File: config.mk
export PLATFORM = sky130hd
export DESIGN_NAME = sipo_deser
export DESIGN_NICKNAME = d
export VERILOG_FILES = /design/src/rtl/sipo_deser_pkg.sv /design/src/rtl/sipo_hold_reg.sv /design/src/rtl/sipo_deser.sv
export SDC_FILE = /design/constraint.sdc
export NUM_CORES = 1
export LEC_CHECK = 0
export ABC_AREA = 1
export BUFFER_PORTS_ARGS = -buffer_cell sky130_fd_sc_hd__clkbuf_2
export CORE_MARGIN = 1.5
export CORE_UTILIZATION = 41
export CTS_BUF_LIST = sky130_fd_sc_hd__clkbuf_16
export DETAILED_ROUTE_END_ITERATION = 8
export PLACE_DENSITY = 0.72
export SYNTH_ARGS = -nofsm -noshare
export SYNTH_HDL_FRONTEND = slang
export SYNTH_SLANG_ARGS = --single-unit
File: constraint.sdc
create_clock -name clk -period 1.3 [get_ports clk]
set_clock_uncertainty 0.15 [all_clocks]
set_input_delay 0.13 -clock clk [delete_from_list [all_inputs] [get_ports clk]]
set_output_delay 0.13 -clock clk [all_outputs]
set_load 0.01 [all_outputs]
File: src/rtl/sipo_deser_pkg.sv
// Shared definitions for the sipo_deser serial-to-parallel deserializer:
// FSM state encoding, default parameter values and the bit-counter width helper.
package sipo_deser_pkg;

    localparam int DEFAULT_WIDTH = 4;
    localparam int DEFAULT_CNT_W = 16;

    // Bit-counter width for the default word width.
    localparam int DEFAULT_BIT_CNT_W = $clog2(DEFAULT_WIDTH + 1);

    typedef enum logic [0:0] {
        IDLE  = 1'b0,
        SHIFT = 1'b1
    } state_t;

    // Bit counter must hold values 0..width, hence width+1 codes.
    function automatic int bit_cnt_width(input int width);
        return $clog2(width + 1);
    endfunction

endpackage

File: src/rtl/sipo_hold_reg.sv
// One-entry output holding register with valid/ready handshake.
// A new word is accepted when the register is empty or is being drained in the
// same cycle; otherwise the new word is dropped and the sticky overrun flag set.
module sipo_hold_reg #(
    parameter int WIDTH = 4
) (
    input  logic             clk,
    input  logic             rst_n,
    input  logic             in_valid,
    input  logic [WIDTH-1:0] in_data,
    input  logic             out_ready,
    input  logic             err_clr,
    output logic [WIDTH-1:0] out_data,
    output logic             out_valid,
    output logic             overrun,
    output logic             load_ok
);

    logic drain;
    logic drop;

    assign drain   = out_valid && out_ready;
    assign load_ok = in_valid && (!out_valid || out_ready);
    assign drop    = in_valid && out_valid && !out_ready;

    // Load a new word or release the held one; a load in a drain cycle keeps valid high.
    always_ff @(posedge clk or negedge rst_n) begin
        if (!rst_n) begin
            out_data  <= '0;
            out_valid <= 1'b0;
        end else if (load_ok) begin
            out_data  <= in_data;
            out_valid <= 1'b1;
        end else if (drain) begin
            out_valid <= 1'b0;
        end
    end

    // Sticky overrun flag; a drop in the same cycle as err_clr keeps the flag set.
    always_ff @(posedge clk or negedge rst_n) begin
        if (!rst_n) begin
            overrun <= 1'b0;
        end else if (drop) begin
            overrun <= 1'b1;
        end else if (err_clr) begin
            overrun <= 1'b0;
        end
    end

endmodule

File: src/rtl/sipo_deser.sv
// Serial-in/parallel-out deserializer for the MSB-first stream of the PISO
// serializer. A sync pulse on a valid bit marks the MSB of a word; WIDTH valid
// bits later the word is handed to a one-entry holding register.
// Optional feature: define SIPO_DESER_WORD_CNT_EN to build the delivered-word
// counter on word_cnt; otherwise word_cnt is constant zero.
module sipo_deser
    import sipo_deser_pkg::*;
#(
    parameter int WIDTH = DEFAULT_WIDTH,
    parameter int CNT_W = DEFAULT_CNT_W
) (
    input  logic             clk,
    input  logic             rst_n,
    input  logic             ser_in,
    input  logic             ser_valid,
    input  logic             sync,
    output logic [WIDTH-1:0] out_data,
    output logic             out_valid,
    input  logic             out_ready,
    output logic             overrun,
    output logic             frame_err,
    input  logic             err_clr,
    output logic [CNT_W-1:0] word_cnt
);

    localparam int BCW = bit_cnt_width(WIDTH);

    // Only WIDTH-1 bits need storing: the last bit of a word comes straight from ser_in.
    logic [WIDTH-2:0] shift_reg;
    logic [BCW-1:0]   bit_cnt;
    state_t           state;

    logic [WIDTH-1:0] new_word;
    logic             last_bit;
    logic             word_done;
    logic             frame_evt;
    logic             loaded;

    assign new_word  = {shift_reg, ser_in};
    assign last_bit  = (bit_cnt == BCW'(WIDTH - 1));
    assign frame_evt = ser_valid && sync && (state == SHIFT);
    assign word_done = ser_valid && !sync && (state == SHIFT) && last_bit;

    // Word-alignment FSM with shift register and bit counter; invalid cycles hold everything.
    always_ff @(posedge clk or negedge rst_n) begin
        if (!rst_n) begin
            shift_reg <= '0;
            bit_cnt   <= '0;
            state     <= IDLE;
        end else if (ser_valid) begin
            unique case (state)
                IDLE: begin
                    if (sync) begin
                        shift_reg <= (WIDTH-1)'(ser_in);
                        bit_cnt   <= BCW'(1);
                        state     <= SHIFT;
                    end
                end
                SHIFT: begin
                    if (sync) begin
                        shift_reg <= (WIDTH-1)'(ser_in);
                        bit_cnt   <= BCW'(1);
                    end else if (last_bit) begin
                        shift_reg <= new_word[WIDTH-2:0];
                        bit_cnt   <= '0;
                        state     <= IDLE;
                    end else begin
                        shift_reg <= new_word[WIDTH-2:0];
                        bit_cnt   <= bit_cnt + BCW'(1);
                    end
                end
                default: begin
                    shift_reg <= '0;
                    bit_cnt   <= '0;
                    state     <= IDLE;
                end
            endcase
        end
    end

    // Sticky framing error: a new sync while a word is in progress; wins over err_clr.
    always_ff @(posedge clk or negedge rst_n) begin
        if (!rst_n) begin
            frame_err <= 1'b0;
        end else if (frame_evt) begin
            frame_err <= 1'b1;
        end else if (err_clr) begin
            frame_err <= 1'b0;
        end
    end

    sipo_hold_reg #(
        .WIDTH(WIDTH)
    ) u_hold (
        .clk      (clk),
        .rst_n    (rst_n),
        .in_valid (word_done),
        .in_data  (new_word),
        .out_ready(out_ready),
        .err_clr  (err_clr),
        .out_data (out_data),
        .out_valid(out_valid),
        .overrun  (overrun),
        .load_ok  (loaded)
    );

`ifdef SIPO_DESER_WORD_CNT_EN
    logic [CNT_W-1:0] word_cnt_q;

    // Count every word loaded into the holding register; wraps naturally.
    always_ff @(posedge clk or negedge rst_n) begin
        if (!rst_n) begin
            word_cnt_q <= '0;
        end else if (loaded) begin
            word_cnt_q <= word_cnt_q + CNT_W'(1);
        end
    end

    assign word_cnt = word_cnt_q;
`else
    logic unused_loaded;

    assign unused_loaded = loaded;
    assign word_cnt      = '0;
`endif

endmodule

==> results.ini <==
[die]
num_rows=15
dieArea_mm2=0.00206
boundaryPins=30
start_util=0.432
die_w_um=45.4
dieHeight_um=45.4
core-area_mm2=0.00171

[power]
p_leak_nw=0.500
p_per_area_mw_per_mm2=1870
power_mw=1.71
irDropWorstVdd_v=0.000828

[drt]
met1_length_um=599
drc_errors=0
wirelength_mm=1.37
drtIter0Drc=20
wl_met2_um=703
avgRoutedWirePerCell_um=10.6
vias_per_cell=4.29
via_count=554
drtAntennaViolNets=0
firstDrtPassIters=5
dr_wl_met3_um=47
top_layer=met4

[layout]
final_nets=113
area_delta_synth_final_pct=23.7
antenna_cells=0
final_layout_size_suffix_gt1_frac=0.231
largest_reg_flops=4
final_cells=129
stdcell_area_um2=913

[critical_path]
crit_type=reg -> reg
cp_data_arrival_time_ns=1.32
cp.required_ns=1.33
crit_start=bit_cnt[0]$_DFFE_PN0P_
r2r_setup_slack_ns=0.01
worstSetupStartpointType=register
crit_fanout=4
r2r_cells=6
rr_endpoint=u_hold.out_data[1]$_DFFE_PN0P_
worstReg2RegStart=bit_cnt[0]$_DFFE_PN0P_
cp-end-kind=register

[clock_tree]
clk_latency_ns=0.24
clk_pin_slew_ns=0.05
clkSinkCount=14
cts_buffer_depth=2
h-tree-depth=1
cts_buffers=3
cts_tree=built
cts_root_buf=clkbuf_16

[global_route]
grt_pass1_wl_mm=2.01
grt_pass1_vias=454
grt_usage=0.143
grt.overflow.total=0
antenna_found_initial=0
grt_start_max_net_pins=15

[sta]
worst_slack_ns=0.0116
fin_crit_sh=0.991
grt_setup_unrepaired=yes
final_hold_viol_count=0
fin_setup_tns_ns=0
setup_viol=0
drv_slew=0
max_freq_mhz=776
finalCriticalPeriod_ns=1.29

[synthesis]
yosys.area.top_type=dfrtp_1
async_flop_share=1.00
syn_avg_cell_area_um2=8.89
yosysSeqAreaShare=0.475
yosysMostFrequentCell=nand2_1
yosysTopAreaCellShare=0.475
synthTopCellsByCount=nand2_1 (23), buf_4 (16), dfrtp_1 (14), inv_1 (9), nand3_1 (5)
synth_seq_cells=14
synth_cell_types=17
netlist_top_cells_area=dfrtp_1 (47%), buf_4 (16%), nand2_1 (12%), inv_1 (4.6%), nand3_1 (3.4%)
ys.flop_type=dfrtp_1
netlist_area_um2=738
synth_edf_count=0
yosys_warnings=0
synthCells=83

[run]
maxCapViolCount=0

[placement]
place_area_um2=778
numPortBuffers=13
dp.cells=121
pre_cts_ws_ns=0.0277
hpwl_um=923
globalplace.congestion=0.787

[min_path]
min-delay-path-class=in -> reg
hold-path-cell-count=3
hold_end=frame_err$_DFFE_PN0P_
min-delay-start=ser_valid

[run_status]
status=completed

-- worst max path at each step --
stage / end / slack, ns / depth (start not counted)
finish: u_hold.out_data[1]$_DFFE_PN0P_ / 0.01 / 6
global route: u_hold.out_data[1]$_DFFE_PN0P_ / -0.05 / 6
CTS: u_hold.out_data[1]$_DFFE_PN0P_ / 0.01 / 6
detailed placement: u_hold.out_data[0]$_DFFE_PN0P_ / 0.03 / 6
global placement: u_hold.out_data[1]$_DFFE_PN0P_ / 0.05 / 6
floorplan: u_hold.out_data[0]$_DFFE_PN0P_ / 0.06 / 6
-- placed cells by master (no fill, tap or decap) --
cell type / n
nor2_4: 1
o211ai_1: 1
nand3_1: 5
inv_1: 8
buf_4: 1
nand4_1: 4
ha_2: 1
clkbuf_2: 13
o21ai_1: 2
nor2_8: 1
inv_2: 1
o21ai_0: 1
o22ai_1: 1
clkinv_1: 1
conb_1: 16
nand2_1: 23
clkbuf_16: 3
dfrtp_1: 14
buf_6: 1
a21oi_1: 1
nand2_4: 1
dlygate4sd3_1: 3
nand3_4: 1
-- report_power, final --
part	switching [mW]	internal [mW]	leakage (nW)
logic	0.296	0.200	0.281
registers	0.0814	0.553	0.181
clock network	0.173	0.406	0.0385
total	0.551	1.16	0.500
-- routing by layer --
metal,global-route usage,vias to the layer above
li1,-,275
met1,0.179,259
met2,0.228,18
met3,0.0357,2
met4,0.0706,0
met5,0,-
-- worst max-delay path, cell delays in order (launching register included) --
cell and delay, ns:
dfrtp_1 0.37, ha_2 0.22, inv_2 0.05, nor2_4 0.14, buf_6 0.13, nand4_1 0.08, nand2_1 0.08
-- cell families after synthesis --
family | Yosys count | synth area share
and+or+nand+nor | 36 | 0.249
buffers and inverters | 25 | 0.208
DFF | 14 | 0.475
AOI/OAI and AO/OA | 6 | 0.0458
adders and majority gates | 1 | 0.0169
other | 1 | 0.00508
-- area by class of cell --
cell class              instances  area (um2)
clock buffers                   3        75.1
clock inverters                 1        3.75
fillers                       155         795
inverters                       9        33.8
multi-input cells              59         305
flip-flops and latches         14         350
well taps                      25        31.3
repair buffers                 18         114
-- repair_timing --
action,in CTS,in global routing
setup buffers,0,1
setup endpoints to repair,4,4
hold endpoints to repair,17,0
pin swaps,0,2
resized for setup,2,3
hold buffers,3,0
-- stage by stage --
stage,hold slack [ns],util
6_report,0.0540,0.535
5_1_grt,0.0859,0.535
4_1_cts,0.0580,0.524
3_5_place_dp,-0.0992,0.456
3_3_place_gp,-0.105,0.456
2_1_floorplan,-0.316,-
Power figures use the tool's default switching activity.
